### src/rtl/key_unlock_sequencer.sv
// key_unlock_sequencer: serially loads an unlock key, applies it to a key-locked core and sequences the core's reset release.
// Define KEY_PARITY_EN to expect a trailing even-parity bit after the key and to reject the key when that bit mismatches.
module key_unlock_sequencer #(
    parameter int KEY_W        = 8,
    parameter int RST_CYCLES   = 4,
    parameter int LOAD_TIMEOUT = 16
) (
    input  logic             clk,
    input  logic             rst,
    input  logic             load_start,
    input  logic             key_bit,
    input  logic             key_valid,
    output logic             key_ready,
    input  logic             lock_req,
    output logic [KEY_W-1:0] key_out,
    output logic             core_rst,
    output logic             core_run,
    output logic             busy,
    output logic             load_done,
    output logic             err
);
`ifdef KEY_PARITY_EN
    localparam int NB = KEY_W + 1;
`else
    localparam int NB = KEY_W;
`endif
    localparam int TMAX = LOAD_TIMEOUT > RST_CYCLES ? LOAD_TIMEOUT : RST_CYCLES;
    localparam int TW   = $clog2(TMAX + 1);
    localparam int CW   = $clog2(NB + 1);

    typedef enum logic [1:0] {IDLE, LOAD, HOLD_RST, RUN} state_e;

    state_e           state_q, state_d;
    logic [KEY_W-1:0] key_out_q, key_out_d, shadow_q, shadow_d;
    logic [CW-1:0]    bit_cnt_q, bit_cnt_d;
    logic [TW-1:0]    tmr_q, tmr_d;
    logic             load_done_q, load_done_d, err_q, err_d;
    logic             accept;

    assign accept = key_valid && state_q == LOAD;

    always_comb begin
        state_d     = state_q;
        key_out_d   = key_out_q;
        shadow_d    = shadow_q;
        bit_cnt_d   = bit_cnt_q;
        tmr_d       = tmr_q;
        err_d       = err_q;
        load_done_d = 1'b0;
        case (state_q)
            IDLE, RUN: begin
                if (load_start) begin
                    state_d   = LOAD;
                    key_out_d = '0;
                    shadow_d  = '0;
                    bit_cnt_d = '0;
                    tmr_d     = '0;
                    err_d     = 1'b0;
                end
            end
            LOAD: begin
                if (accept) begin
                    shadow_d  = shadow_q | (KEY_W'(key_bit) << bit_cnt_q);
                    bit_cnt_d = bit_cnt_q + CW'(1);
                    tmr_d     = '0;
                    if (bit_cnt_q == CW'(NB - 1)) begin
`ifdef KEY_PARITY_EN
                        // Even parity: the trailing bit must equal the XOR of all key bits.
                        if ((^shadow_q) == key_bit) begin
                            state_d   = HOLD_RST;
                            key_out_d = shadow_q;
                        end else begin
                            state_d = IDLE;
                            err_d   = 1'b1;
                        end
`else
                        state_d   = HOLD_RST;
                        key_out_d = shadow_d;
`endif
                    end
                end else if (tmr_q == TW'(LOAD_TIMEOUT - 1)) begin
                    state_d = IDLE;
                    err_d   = 1'b1;
                end else begin
                    tmr_d = tmr_q + TW'(1);
                end
            end
            HOLD_RST: begin
                if (tmr_q == TW'(RST_CYCLES - 1)) begin
                    state_d     = RUN;
                    tmr_d       = '0;
                    load_done_d = 1'b1;
                end else begin
                    tmr_d = tmr_q + TW'(1);
                end
            end
            default: state_d = IDLE;
        endcase
        // Lock overrides everything decided above, but leaves the error flag alone.
        if (lock_req) begin
            state_d     = IDLE;
            key_out_d   = '0;
            shadow_d    = '0;
            bit_cnt_d   = '0;
            tmr_d       = '0;
            err_d       = err_q;
            load_done_d = 1'b0;
        end
    end

    always_ff @(posedge clk or posedge rst) begin
        if (rst) begin
            state_q     <= IDLE;
            key_out_q   <= '0;
            shadow_q    <= '0;
            bit_cnt_q   <= '0;
            tmr_q       <= '0;
            load_done_q <= 1'b0;
            err_q       <= 1'b0;
        end else begin
            state_q     <= state_d;
            key_out_q   <= key_out_d;
            shadow_q    <= shadow_d;
            bit_cnt_q   <= bit_cnt_d;
            tmr_q       <= tmr_d;
            load_done_q <= load_done_d;
            err_q       <= err_d;
        end
    end

    assign key_ready = state_q == LOAD;
    assign busy      = state_q == LOAD || state_q == HOLD_RST;
    assign core_rst  = state_q != RUN;
    assign core_run  = state_q == RUN;
    assign key_out   = key_out_q;
    assign load_done = load_done_q;
    assign err       = err_q;
endmodule
### config.mk
export PLATFORM = sky130hd
export DESIGN_NAME = key_unlock_sequencer
export DESIGN_NICKNAME = d
export VERILOG_FILES = /design/src/rtl/key_unlock_sequencer.sv
export SDC_FILE = /design/constraint.sdc
export NUM_CORES = 1
export LEC_CHECK = 0
export CAP_MARGIN = 20
export CORE_MARGIN = 4
export CORE_UTILIZATION = 38
export CTS_BUF_LIST = sky130_fd_sc_hd__clkbuf_4
export CTS_CLUSTER_SIZE = 20
export DETAILED_ROUTE_END_ITERATION = 8
export SETUP_SLACK_MARGIN = 0.15
export SLEW_MARGIN = 20
export SYNTH_ARGS = -nofsm -noshare
export SYNTH_HDL_FRONTEND = slang
export SYNTH_SLANG_ARGS = --single-unit
### constraint.sdc
create_clock -name clk -period 1.96 [get_ports clk]
set_input_delay 0.294 -clock clk [delete_from_list [all_inputs] [get_ports clk]]
set_output_delay 0.294 -clock clk [all_outputs]
set_load 0.01 [all_outputs]
After elaboration in Yosys (flattened, before gate mapping)
Index checks and enable logic that the tools add are counted.
{"block": "word_totals", "register_bits": 29, "inputBits": 6, "word_cells": 72, "out_inout_bits": 14}
{"block": "classes", "bitwise_logic": 2, "muxes": 32, "shift": 1, "addsub": 2, "n_eq_ne": 17, "reduce_logical": 11}
{"cell": "$mux W8", "n": 6}
{"cell": "$pmux W8 S2", "n": 2}
{"cell": "$mux W5", "n": 5}
{"cell": "$pmux W5 S3", "n": 1}
{"cell": "$mux W2", "n": 6}
{"cell": "$mux W4", "n": 3}
{"cell": "$or A8 B8 Y8", "n": 1}
{"cell": "$pmux W4 S2", "n": 1}
{"cell": "$reduce_and A4 Y1", "n": 2}
{"cell": "$shl A1 B4 Y8", "n": 1}
{"cell": "$mux W1", "n": 6}
{"cell": "$ne A2 B2 Y1 const B", "n": 3}
{"cell": "$ne A3 B1 Y1 const B", "n": 2}
{"cell": "$ne A3 B3 Y1 const B", "n": 2}
{"cell": "$pmux W2 S3", "n": 1}
{"cell": "$add A5 B1 Y5 const B", "n": 1}
{"cell": "$eq A5 B2 Y1 const B", "n": 1}
{"cell": "$eq A5 B4 Y1 const B", "n": 1}
{"cell": "$reduce_and A5 Y1", "n": 1}
{"cell": "$add A4 B1 Y4 const B", "n": 1}
{"cell": "$eq A2 B2 Y1 const B", "n": 2}
{"cell": "$eq A4 B3 Y1 const B", "n": 1}
{"cell": "$ne A4 B1 Y1 const B", "n": 1}
{"cell": "$ne A4 B3 Y1 const B", "n": 1}
{"cell": "13 further kinds", "n": 13}

Logic depth before layout (Yosys ltp)
{"block": "logic_depth", "depth_word": 6, "depth_mapped": 7, "depth_no_buf": 7}

Least setup slack after synthesis
Ideal clock, no wire load.
{"block": "synth_path", "path_type": "reg-to-reg", "from": "reg state_q[0]", "to": "reg key_out_q[0], in the netlist key_out[0]", "period_less_slack_ps": 1867, "slack_ps": 93, "setup_time_ps": 66, "path_buffers": 0, "arrival_time_ps": 1801, "required_ps": 1894, "path_stages_with_launch": 7, "cell_sequence": "dfrtp_1 inv_1 ha_1 or2_2 a31oi_1 a21o_1 a22o_1"}
{"block": "synth_between", "elab_chain_cells": 4}
{"item": "start, declared", "line_no": "33", "source": "state_e state_q, state_d;"}
{"item": "start signal, assigned", "line_no": "121", "source": "state_q <= state_d;"}
{"item": "$eq A2 B2 Y1, or another cell as far along", "line_no": "50", "source": "case (state_q)"}
{"item": "$reduce_or A2 Y1 or $logic_and A1 B1 Y1 (tied branches)", "line_no": "50, 40"}
{"item": "$ne A3 B3 Y1 (no line), or another cell as far along"}
{"item": "$reduce_and A4 Y1 (no line) or $mux W8 (tied branches)"}
{"item": "end signal, assigned", "line_no": "122", "source": "key_out_q <= key_out_d;"}
{"item": "end, declared", "line_no": "34", "source": "logic [KEY_W-1:0] key_out_q, key_out_d, shadow_q, shadow_d;"}
Parallel ways exist; a longest one is shown, timed or not.
A chain may end at the register's enable or synchronous reset.

Worst setup path in the final report
{"block": "layout_path", "from": "reg tmr_q[1]", "to": "reg state_q[0]"}
{"block": "layout_between", "elab_chain_cells": 3}
{"item": "start, declared", "line_no": "36", "source": "logic [TW-1:0] tmr_q, tmr_d;"}
{"item": "start signal, assigned", "line_no": "125", "source": "tmr_q <= tmr_d;"}
{"item": "$eq A5 B4 Y1 or $eq A5 B2 Y1 (tied branches)", "line_no": "81, 89"}
{"item": "$ne A4 B1 Y1 (no line) or $ne A3 B3 Y1 (tied branches)"}
{"item": "$reduce_and A4 Y1 (no line) *"}
Every way passes the cells marked *; elsewhere a longest branch is shown, timed or not.

==> metrics.txt <==
CTS tree done; slew margin rel. 0.717; routed wire length approximately 3300 um; Yosys Warn Count 0; arrival time worst endpoint 2.07 ns; drt drc 0; Initial DRT Pass Iterations 6; multi-input logic area 832 um2; total leakage power 0.878 nW; Antenna Cells 0; cts-stage hold buffer count 0; htree depth 2; number of vias per cell roughly 5.3; Peak supply drop 0.401 mV; Clock Tree Root clkbuf_4; Initial Util 0.398; Rows 22; Clock Sinks 29; Avg Inst Size Synth 10.4 um2; io pins 20; grt ovf 0; Inst Count DP 216; Die W 70.1 um; Slew @ Worst Pin 0.423 ns; Max Root-Sink Buffers 2; crit start category flip-flop; cell taking the most area after synthesis dfrtp_1; top cells by count, synth 29 x dfrtp_1, 11 x nor2_1, 10 x inv_1; slowest stage delay, CP 0.50 ns; initial antenna violation count 0; area share of the largest cell type after synthesis 0.494; Max Cap Viol 0; period utilization 0.943; Final TNS setup 0 ns; most frequent cell after synthesis dfrtp_1; Required @ worst endpoint 2.19 ns; Final ANT Viol Nets 0; Die Height 70.1 um; synthesis-to-finish area growth 37.9%; top cells by area, synth dfrtp_1 49%, ha_1 6.0%, nand2b_1 3.8%; Final setup viols 0; core area 3690 um2; PwrDens 837 nW/um2; Hold Fails Final Rpt 0; Vias 1212; Post-Layout Cell Count 230; Placer Congestion 0.821; critical path type flip-flop to flip-flop; FILL cells about 360; EDFF count, synth 0; post-synthesis async set-or-reset flop share 1.00; Mapped Cells between 100 and 150; Crit-path slowest cell or4b_4; FF+latch count, synth 29; Setup Skew 0.0151 ns; FF+latch area between 700 and 800 um2; Hold WS approximately 0.33 ns; clk_lat worst skew around 0.33 ns; max-slew violation count 0; Critical Path Fanout Max 4; CTS clk-pin slew, worst paths 0.10 ns; vias in the first global route between 1k and 1.5k; Port Buffers 19; share of layout cells above drive strength 1 0.247; DR WL/cell 14.5 um; largest net degree at the start of global routing 30; sequential share of the synthesized area 0.494; fin crit period roughly 1.8 ns; Tot GR Track Use 0.149; 1st-iter DRT viols 55; Top FF cell, synth dfrtp_1; Synth cell types 35; first-pass GRT wire length 5870 um; RSZ-0062 raised after global routing yes; worst-path cell chain ha_4 -> or4b_4 -> a221oi_4 -> o21ai_2 -> mux2_4; dpl hpwl 2400 um; FMAX 541 MHz; worst hold path class input pin to asynchronous set/reset pin; Synth Cell Area 1470 um2; # nets final 194; status finished, final reports clean; CTS Buf Count 5; Synthesized Nets about 150; CP Capture Type flip-flop; Die Footprint around 4900 um2; total power 1.69 mW
[layer usage]
| layer | GRT usage | part of all wire | wire (um) | vias up |
|---|---|---|---|---|
| met3 | 0.0403 | 0.040 | 132 | 7 |
| met2 | 0.257 | 0.51 | 1690 | 17 |
| met5 | 0 | 0 | 0 | - |
| met1 | 0.176 | 0.43 | 1450 | 594 |
| li1 | - | - | - | 594 |
| met4 | 0.0574 | 0.017 | 57 | 0 |
[critical path, delay by kind of cell (launching register included)]
family          cells  cell delay [ns]
simple gates        1             0.50
fa+ha+maj           1             0.17
mux                 1             0.30
compound gates      2             0.38
flops               1             0.40
[power breakdown]
group          switching (mW)  internal, mW
registers              0.0196         0.620
logic                   0.360         0.358
clock network           0.206         0.129
total                   0.585          1.11
[state kept, by name (all words and copies together) (netlist names)]
name       flops
tmr_q          5
shadow_q       8
key_out        8
err            1
load_done      1
state_q        2
bit_cnt_q      4
[final timing paths]
kind                                  from          end  slack [ns]  cells after the start
worst max-delay path              tmr_q[1]   state_q[0]        0.11                      5
worst min-delay path                   rst   state_q[0]        0.33                      3
max in group asynchronous              rst  shadow_q[5]        1.34                      3
worst min register to register  key_out[4]   key_out[4]        0.49                      1
worst max register to register    tmr_q[1]   state_q[0]        0.11                      5
min in group clk                key_out[4]   key_out[4]        0.49                      1
[timing repair]
item | 4_1_cts | 5_1_grt
pin swaps | 3 | 6
setup endpoints to repair | 25 | 16
endpoints found under the hold margin | 0 | 0
buffers inserted | 5 | 1
resized for setup | 19 | 13
[layout make-up]
type	instances	share of cell area
Clock inverter	3	0.00618
Tap cell	48	0.0297
Timing Repair Buffer	37	0.157
Clock buffer	5	0.0186
Sequential cell	29	0.359
Inverter	10	0.0186
Multi-Input combinational cell	98	0.411
[cell usage in the layout (no fill, tap or decap), types with 4 or more instances in the layout]
master and n:
a21oi_1 5, a22o_1 6, buf_4 18, clkbuf_4 5, clkdlybuf4s50_1 15, dfrtp_1 29
inv_1 10, nand2b_1 6, nor2_1 11, nor3_1 4, o21ai_0 4, o2bb2ai_1 6
[metrics by stage]
stage | cell area, um2 | util | worst slack (ns)
after floorplan | 1480 | - | 0.151
after global placement | 1800 | 0.488 | 0.0627
after detailed placement | 1800 | 0.488 | -0.0124
after CTS | 1970 | 0.533 | 0.102
after global routing | 2020 | 0.549 | 0.0431
final | 2020 | 0.549 | 0.112
[cell families after synthesis]
group / Yosys count / share of synthesized area
fa+ha+maj: 7 / 0.0597
mux: 3 / 0.0222
compound gates: 39 / 0.193
simple gates: 49 / 0.192
flops: 29 / 0.494
buf+inv: 14 / 0.0392
No activity file was read; power rests on OpenSTA's default activity.
